**config.mk**
```make
export PLATFORM = sky130hd
export DESIGN_NAME = serial_word_feeder_flat
export DESIGN_NICKNAME = d
export VERILOG_FILES = /design/src/rtl/seq_pkg.sv /design/src/rtl/serial_word_feeder_if.sv /design/src/rtl/serial_word_feeder.sv /design/src/flat_wrapper.sv
export SDC_FILE = /design/constraint.sdc
export NUM_CORES = 1
export LEC_CHECK = 0
export CAP_MARGIN = 40
export CORE_MARGIN = 4
export CORE_UTILIZATION = 50
export DETAILED_ROUTE_END_ITERATION = 16
export GPL_TIMING_DRIVEN = 0
export PLACE_DENSITY = 0.79
export SLEW_MARGIN = 30
export SYNTH_ARGS = -nofsm -noshare
export SYNTH_HDL_FRONTEND = slang
export SYNTH_SLANG_ARGS = --single-unit
```
**constraint.sdc**
```tcl
create_clock -name clk -period 2.8 [get_ports clk]
set_clock_uncertainty 0.1 [all_clocks]
set_input_delay 0.56 -clock clk [delete_from_list [all_inputs] [get_ports clk]]
set_output_delay 0.56 -clock clk [all_outputs]
set_load 0.05 [all_outputs]
```
**src/rtl/seq_pkg.sv**
```systemverilog
// seq_pkg: constants shared by the serial word feeder and the sequence detectors.
package seq_pkg;
  localparam logic ST_IDLE  = 1'b0;
  localparam logic ST_SHIFT = 1'b1;
  localparam logic [3:0] PAT_1101 = 4'b1101;
endpackage

```
**src/rtl/serial_word_feeder_if.sv**
```systemverilog
// serial_word_feeder_if: parallel word handshake in, serial bit stream out.
interface serial_word_feeder_if #(parameter int WIDTH = 8);
  logic [WIDTH-1:0] data_in;
  logic             data_valid;
  logic             data_ready;
  logic             ser_out;
  logic             ser_valid;
  logic             frame_done;
  modport master (output data_in, data_valid, input data_ready, ser_out, ser_valid, frame_done);
  modport slave  (input data_in, data_valid, output data_ready, ser_out, ser_valid, frame_done);
endinterface

```
**src/rtl/serial_word_feeder.sv**
```systemverilog
// serial_word_feeder: takes WIDTH-bit words on valid/ready and emits them one bit per clock, gapless between words.
module serial_word_feeder
  import seq_pkg::*;
#(
  parameter int WIDTH      = 8,
  parameter bit MSB_FIRST  = 1,
  parameter bit IDLE_LEVEL = 0
) (
  input logic clk,
  input logic rst,
  serial_word_feeder_if.slave bus
);
  localparam int CW = $clog2(WIDTH);
  localparam logic [CW-1:0] LAST = CW'(WIDTH - 1);
  logic             state, state_nx;
  logic [WIDTH-1:0] shift_reg;
  logic [CW-1:0]    bit_cnt;
  logic             ready, last, accept;
  assign last   = (state == ST_SHIFT) && (bit_cnt == LAST);
  assign accept = bus.data_valid & ready;
  assign bus.data_ready = ready;
  always_ff @(posedge clk or negedge rst)
    if (!rst) begin
      state          <= ST_IDLE;
      shift_reg      <= '0;
      bit_cnt        <= '0;
      bus.ser_out    <= IDLE_LEVEL;
      bus.ser_valid  <= 1'b0;
      bus.frame_done <= 1'b0;
    end else begin
      state <= state_nx;
      if (accept) begin
        shift_reg      <= bus.data_in;
        bus.ser_out    <= MSB_FIRST ? bus.data_in[WIDTH-1] : bus.data_in[0];
        bus.ser_valid  <= 1'b1;
        bit_cnt        <= '0;
        bus.frame_done <= 1'b0;
      end else if (state == ST_SHIFT && !last) begin
        // the next bit to send is the neighbour of the one currently on ser_out
        shift_reg      <= MSB_FIRST ? shift_reg << 1 : shift_reg >> 1;
        bus.ser_out    <= MSB_FIRST ? shift_reg[WIDTH-2] : shift_reg[1];
        bit_cnt        <= bit_cnt + CW'(1);
        bus.frame_done <= (bit_cnt + CW'(1)) == LAST;
      end else begin
        bus.ser_out    <= IDLE_LEVEL;
        bus.ser_valid  <= 1'b0;
        bit_cnt        <= '0;
        bus.frame_done <= 1'b0;
      end
    end
  always_comb state_nx = accept ? ST_SHIFT : (state == ST_SHIFT && !last) ? ST_SHIFT : ST_IDLE;
  always_comb ready = (state == ST_IDLE) | last;
endmodule

```
**src/flat_wrapper.sv**
```systemverilog
// flat-port wrapper written by rule: the top's interface ports become plain ports
module serial_word_feeder_flat import seq_pkg::*;
#(
  parameter int WIDTH      = 8,
  parameter bit MSB_FIRST  = 1,
  parameter bit IDLE_LEVEL = 0
)
  (clk, rst, bus_data_in, bus_data_valid, bus_data_ready, bus_ser_out, bus_ser_valid, bus_frame_done);
  serial_word_feeder_if #(.WIDTH(WIDTH)) bus_i ();
  input logic clk;
  input logic rst;
  input wire logic [$bits(bus_i.data_in)-1:0] bus_data_in;
  input wire logic [$bits(bus_i.data_valid)-1:0] bus_data_valid;
  output wire logic [$bits(bus_i.data_ready)-1:0] bus_data_ready;
  output wire logic [$bits(bus_i.ser_out)-1:0] bus_ser_out;
  output wire logic [$bits(bus_i.ser_valid)-1:0] bus_ser_valid;
  output wire logic [$bits(bus_i.frame_done)-1:0] bus_frame_done;
  assign bus_i.data_in = bus_data_in;
  assign bus_i.data_valid = bus_data_valid;
  assign bus_data_ready = bus_i.data_ready;
  assign bus_ser_out = bus_i.ser_out;
  assign bus_ser_valid = bus_i.ser_valid;
  assign bus_frame_done = bus_i.frame_done;
  serial_word_feeder #(.WIDTH(WIDTH), .MSB_FIRST(MSB_FIRST), .IDLE_LEVEL(IDLE_LEVEL)) u_core (.clk(clk), .rst(rst), .bus(bus_i));
endmodule
```
# Word-level counts from Yosys, hierarchy flattened
# Cells that the tools add are included.
dict set report word_totals {
  wordCells 29
  memories 0
  reg_bits 14
  out_inout_bits 4
  ramBits 0
  romBits 0
  latch_bits 0
  input_bits 11
}
dict set report classes {
  shifts 0
  n_mux 12
  n_bitwise 3
  eq_ne 3
  n_reduce_logical 4
  n_mul 0
  addsub 1
  div_mod_pow 0
  magnitude_cmp 0
}
# operator count
set op_table {}
lappend op_table {{7-bit 2-to-1 mux} 2}
lappend op_table {{1-bit 2-to-1 mux} 8}
lappend op_table {{3-bit equality test (second input constant)} 2}
lappend op_table {{3-bit 2-to-1 mux} 2}
lappend op_table {{3-bit by 1-bit adder with 3-bit output (second input constant)} 1}
lappend op_table {{1-bit logical AND} 2}
lappend op_table {{2-bit by 1-bit != test with 1-bit output (second input constant)} 1}
lappend op_table {{2-bit nonzero test} 1}
lappend op_table {{1-bit AND} 1}
lappend op_table {{1-bit logical NOT} 1}
lappend op_table {{1-bit inverter} 1}
lappend op_table {{1-bit OR} 1}

# Depth between registers and ports, before layout
# Gate-level depths: netlist of run 1.
dict set report logic_depth {
  word_depth 6
  depth_mapped 5
  ltp_nobuf 5
}

# Worst setup path before layout of run 1
# No wires, ideal clock.
dict set report synth_path {
  path_type {reg2out}
  start {register u_core.bit_cnt[0]}
  end {output bus_data_ready}
  stages_incl_launch_ff 5
  required_time_ns 2.140
  path_slack_ns 1.019
  arrival_ns 1.121
  n_path_buf 0
  cell_sequence {dfrtp_1 > ha_1 > ha_1 > nor2b_4 > inv_2}
}
dict set report synth_between {
  elab_chain_cells 3
}
# element line_no
set synth_rtl {}
lappend synth_rtl {{from (decl)} serial_word_feeder.sv:17} ;# logic [CW-1:0] bit_cnt;
lappend synth_rtl {{from (signal assigned)} serial_word_feeder.sv:42} ;# bit_cnt <= bit_cnt + CW'(1);
lappend synth_rtl {{3-bit equality test} serial_word_feeder.sv:19} ;# assign last = (state == ST_SHIFT) && (bit_cnt == LAST);
lappend synth_rtl {{1-bit logical AND} serial_word_feeder.sv:19}
lappend synth_rtl {{1-bit OR} serial_word_feeder.sv:52} ;# always_comb ready = (state == ST_IDLE) | last;
lappend synth_rtl {{to (decl)} flat_wrapper.sv:14} ;# output wire logic [$bits(bus_i.data_ready)-1:0] bus_data_ready;
# No other way between the ends.

# Final worst setup path of run 1
# Ends and elaborated chain as after synthesis.

==> key figures, run 1 <==
Run status
  – Outcome: complete, no violations

Worst setup path
  – FF-to-FF Start: u_core.bit_cnt[0]
  – Critical R2R Capture: u_core.shift_reg[6]
  – R2r worst-path depth: 5
  – R2R Setup Slk: 1.10 ns
  – Crit. End Element: primary output
  – Critical Path RT: 2.14 ns
  – Critical path data arrival time: 1.91 ns
  – Crit start category: register
  – WS Path Type: reg -> out
  – CP Max Fanout: 10

Min path
  – WHS Endpoint: u_core.bit_cnt[0]
  – Min-delay worst type: reg -> reg
  – WHS Path Cells: 1
  – Hold path startpoint: u_core.bit_cnt[0]

Logic synthesis
  – Top post-synthesis cells by area: dfrtp_1 52%, mux2_4 27%, ha_1 5.6%, nor2b_4 2.1%, buf_6 1.7%
  – Syn nets: between 50 and 60
  – Syn Area/Cell: 15.24 sq um
  – Post-synthesis cell type count: 16
  – Async S/R FF share, synth: 1.000
  – Share of Yosys cell area claimed by the top area cell type: 0.5224
  – Ys flop type: dfrtp_1
  – Post-Syn Area: 670.6 sq um
  – Synth cell count leaders: 14 x dfrtp_1, 12 x mux2_4, 3 x ha_1, 3 x nor2_1
  – Sequential area share after synthesis: 0.5224
  – EDFF count, synth: 0
  – YS warnings: 0
  – Syn Inst Count: 44
  – Post-synth top area cell: dfrtp_1
  – Most common cell in the netlist: dfrtp_1
  – FF+latch count, synth: 14

STA
  – Unrepaired setup endpoints after global routing: no
  – Worst-Margin Slew: 0.6153 ns
  – Hold slack: 0.3733 ns
  – Final Max Slew Viols: 0
  – Final Cycle Share: 0.9175
  – Final hold violations: 0
  – Final worst setup slack: 0.2310 ns
  – Setup TNS: 0 ns
  – Fmax: 389.3 MHz
  – # setup viols final: 0
  – Rel. slew slack: 0.5885
  – Final min period: 2.569 ns

Die
  – Die H: approximately 45 um
  – Row cnt: 12
  – Initial Util: 0.5654
  – Die area: 1991 sq um
  – Die X: 44.63 um
  – Core area: between 1000 and 1500 sq um
  – I/O pin cnt: 15

Detailed routing
  – Post-detailed-route count of antenna-violating nets: 0
  – Drt total wl: approximately 1100 um
  – Drt first pass iters: 2
  – Initial DRC count: 5
  – DR WL/cell: 14.76 um
  – Residual DRC: 0
  – Vias: 377
  – Via density per instance: between 5 and 6

Placement
  – Area after DPL: 818.3 sq um
  – Dpl ws: 0.2500 ns
  – GPL Wtd Cong: 0.6959
  – Post-DP HPWL: 794.4 um
  – Post-placement cell count: 71
  – I/O Buffers: 13

Clocking
  – Htree depth: 1
  – Max clock buf depth: 2
  – Clock Latency Late Sink: 0.28 ns
  – Clock Tree Root: clkbuf_4
  – CTS sink count: 14
  – Hold buffer count at CTS: 0
  – Clk pin slew, worst setup/hold paths: ~0.08 ns
  – CTS tree: built
  – CTS Buf Count: 3

Power
  – P_leak: roughly 0.00043 uW
  – VDD IR-drop max: approximately 0.81 mV
  – Power Density: 1007 nW/um^2

Layout
  – Share of cells above drive strength 1: 0.3443
  – Post-Layout Cell Count: 75
  – Area growth, synth to finish: 27.24%
  – Filler cells: 95
  – Multi-input logic area: 301.5 sq um
  – Post-route cell area: 853.3 sq um
  – Max reg flops: 7
  – Antenna fix cells: 0
  – Layout net count: 76
  – Sequential cell area: 350.3 sq um

Global route
  – Number of global-route vias before repair: 373
  – Total global routing overflow: 0
  – First-pass GRT wire length: 1766 um
  – Total GRT Usage: 0.1292
  – Initial antenna violation count: 0
  – Largest net degree at the start of global routing: 15

Flow run
  – Max-cap violations: 0
[kinds of logic (layout without fill, tap and decap cells)]
group | after synthesis | after routing | synth area share
adders and majority gates | 3 | 3 | 0.05598
buffers and inverters | 3 | 20 | 0.02797
AOI/OAI and AO/OA | 1 | 1 | 0.007456
muxes | 14 | 14 | 0.3004
and+or+nand+nor | 9 | 9 | 0.08583
DFF | 14 | 14 | 0.5224
[power by group]
part / leakage, uW / internal, uW / switching (uW)
clock: 0.0000210 / 79.2 / 67.7
combinational: 0.000229 / 194 / 199
sequential: 0.000178 / 281 / 38.5
[worst max path at each step]
stage	startpoint	end	slack (ns)
floorplan	u_core.bit_cnt[0]	bus_data_ready	1.02
global placement	u_core.bit_cnt[0]	bus_data_ready	0.27
detailed placement	u_core.bit_cnt[0]	bus_data_ready	0.25
CTS	u_core.bit_cnt[0]	bus_data_ready	0.21
global route	u_core.bit_cnt[0]	bus_data_ready	0.14
finish	u_core.bit_cnt[0]	bus_data_ready	0.23
[through the flow]
stage                     total power (uW)    util
after global placement               711.4  0.6899
after CTS                            870.8  0.7194
after detailed placement             725.8  0.6899
after floorplan                      618.0       -
final                                859.0  0.7194
after global routing                 915.4  0.7194
[area by class of cell]
type | count | area share
sequential | 14 | 0.4106
inverter | 2 | 0.008798
tap | 14 | 0.02053
timing repair buffer | 13 | 0.1510
multi-input combinational | 27 | 0.3534
buffer | 1 | 0.01320
clock buffer | 4 | 0.04252
[routing by layer]
layer	global-route usage	wire (um)
met2	0.2006	501
met3	0.07317	103
met5	0	0
met4	0.01807	0
met1	0.1591	503
[cell usage in the layout (no fill, tap or decap)]
| master | Yosys | layout |
|---|---|---|
| mux2_2 | 1 | 1 |
| and3_1 | 1 | 1 |
| clkdlybuf4s50_1 | 0 | 12 |
| ha_1 | 3 | 3 |
| nor2_1 | 3 | 3 |
| o21ai_0 | 1 | 1 |
| nand2_1 | 1 | 1 |
| dlygate4sd2_1 | 0 | 1 |
| nand2b_2 | 1 | 1 |
| inv_2 | 1 | 1 |
| mux2_4 | 12 | 12 |
| inv_1 | 1 | 1 |
| buf_6 | 1 | 1 |
| nand3b_1 | 1 | 1 |
| clkbuf_8 | 0 | 1 |
| nor2b_4 | 1 | 1 |
| dfrtp_1 | 14 | 14 |
| mux2i_1 | 1 | 1 |
| clkbuf_4 | 0 | 3 |
| and2_1 | 1 | 1 |
[critical path, stage by stage, from the launching register on]
cell and delay [ns]:
dfrtp_1 0.41, ha_1 0.21, ha_1 0.22, nor2b_4 0.18, inv_2 0.15, dlygate4sd2_1 0.46
[repair_timing]
action | CTS | global route
endpoints found under the setup margin | 1 | 0
gates resized for setup | 1 | 0
setup buffers | 0 | 0
No activity file was read; power rests on OpenSTA's default activity.
==> run 2: changes to the inputs <==
- CORE_UTILIZATION: 50 -> 42
- PLACE_DENSITY: 0.79 -> 0.71
- clock period: 2.8 -> 2.25 ns (I/O delays scaled with it)
==> key figures, run 2 (synthesis gave the netlist of run 1 again) <==
Worst setup path
  – Crit. End Element: primary output
  – Crit start category: register
  – WS Path Type: reg -> out
  – Critical path data arrival time: roughly 1.6 ns
  – CP Max Fanout: 10
  – R2R Setup Slk: 0.58 ns
  – CP cell instances: ha_1 -> ha_1 -> nor2b_4 -> inv_4 -> buf_4
  – CP max stage delay: slightly above 0.4 ns
  – Critical Path RT: between 1.5 and 2 ns
  – R2r worst-path depth: 5
  – Slowest cell on crit path: dfrtp_1
  – CP most frequent cell: ha_1

Layout
  – Layout net count: 78
  – Share of cells above drive strength 1: 0.3810
  – Commonest non-fill, non-tap cell in the layout: dfrtp_1
  – Commonest non-fill, non-tap cells in the layout: 14 x dfrtp_1, 12 x mux2_4, 12 x clkdlybuf4s50_1
  – Area growth, synth to finish: 30.04%
  – Final Util: 0.5789
  – Antenna fix cells: 0
  – Post-Layout Cell Count: 79
  – Max reg flops: 7

Power
  – P_leak: 0.0004338 uW
  – VDD IR-drop max: 0.7134 mV
  – Power Density: 1254 nW/um^2

STA
  – Rel. slew slack: 0.5985
  – Final hold violations: 0
  – Fmax: about 470 MHz
  – Final Max Slew Viols: 0
  – Final Cycle Share: 0.9540
  – Unrepaired setup endpoints after global routing: no
  – Worst-Margin Slew: approximately 0.60 ns
  – # setup viols final: 0
  – Final min period: 2.147 ns
  – Setup TNS: 0 ns

Run status
  – Outcome: complete, no violations

Placement
  – I/O Buffers: 13
  – Post-placement cell count: 73
  – GPL Wtd Cong: 0.6372
  – Post-DP HPWL: between 700 and 800 um

Global route
  – Initial antenna violation count: 0
  – Largest net degree at the start of global routing: 15
  – Total GRT Usage: 0.1149
  – Number of global-route vias before repair: 397
  – Total global routing overflow: 0
  – First-pass GRT wire length: 1697 um

Detailed routing
  – Vias: 384
  – Drt first pass iters: 3
  – Post-detailed-route count of antenna-violating nets: 0
  – Via density per instance: 4.861
  – Residual DRC: 0
  – DR WL/cell: 13.82 um
  – Initial DRC count: 3
  – Drt total wl: 1092 um

Flow run
  – Max-cap violations: 0

Clocking
  – Clk pin slew, worst setup/hold paths: 0.08 ns
  – Hold buffer count at CTS: 0
  – Htree depth: 1
  – CTS sink count: 14
  – Max clock buf depth: 2
  – CTS Buf Count: 3
  – CTS tree: built
  – Clock Latency Late Sink: 0.28 ns
  – Clock Tree Root: clkbuf_4

Die
  – I/O pin cnt: 15
  – Die area: roughly 2300 sq um
  – Row cnt: 14
  – Initial Util: 0.4452
  – Die H: 47.96 um
  – Die X: 47.96 um
  – Core area: ~1500 sq um

Min path
  – Min-delay worst type: in -> reg
  – WHS Path Cells: 3
[run 2: repair_timing]
item,CTS,global route
endpoints found under the setup margin,1,1
resized for setup,6,2
buffers inserted,0,2
[run 2: metrics by stage]
| step | instance area (sq um) | setup WS, ns | power (uW) | hold WS [ns] |
|---|---|---|---|---|
| 2_1_floorplan | 670.6 | 0.5660 | 769.1 | 0.05441 |
| 3_3_place_gp | 820.8 | -0.1719 | 885.9 | 0.3565 |
| 3_5_place_dp | 820.8 | -0.1946 | 901.3 | 0.3788 |
| 4_1_cts | 854.6 | 0.002060 | 1084 | 0.3465 |
| 5_1_grt | 872.1 | 0.03072 | 1171 | 0.3634 |
| 6_report | 872.1 | 0.1034 | 1093 | 0.3563 |
[run 2: metal layers]
| layer | vias to the layer above | global-route usage | wire length [um] |
|---|---|---|---|
| met5 | - | 0 | 0 |
| met4 | 0 | 0.09677 | 38 |
| met3 | 4 | 0.01128 | 53 |
| met2 | 10 | 0.1873 | 515 |
| met1 | 180 | 0.1333 | 485 |
| li1 | 190 | - | - |
[run 2: worst max-delay path, delay by kind of cell, from the launching register on]
kind          cells  cell delay (ns)
flops             1             0.41
simple gates      1             0.18
fa+ha+maj         2             0.43
buf+inv           2             0.30
[run 2: cell type report]
cell class | instances | area [sq um]
fillers | 130 | 634.4
flip-flops and latches | 14 | 350.3
multi-input cells | 27 | 301.5
repair buffers | 15 | 142.6
clock buffers | 4 | 36.28
well taps | 16 | 20.02
plain buffers | 1 | 11.26
inverters | 2 | 10.01
[run 2: final timing paths]
path	from	end
setup reg to reg	u_core.bit_cnt[0]	u_core.bus.ser_valid
max in group asynchronous	rst	u_core.shift_reg[4]
hold / removal	bus_data_valid	u_core.bus.ser_out
hold reg to reg	u_core.bit_cnt[0]	u_core.bit_cnt[0]
setup / recovery	u_core.bit_cnt[0]	bus_data_ready
min in group asynchronous	rst	u_core.bus.frame_done
[run 2: power breakdown]
part / total [uW] / leakage (uW) / switching [uW] / internal, uW
Sequential: 397 / 0.000178 / 48.0 / 349
Clock: 176 / 0.0000210 / 77.9 / 98.4
Combinational: 519 / 0.000235 / 254 / 265
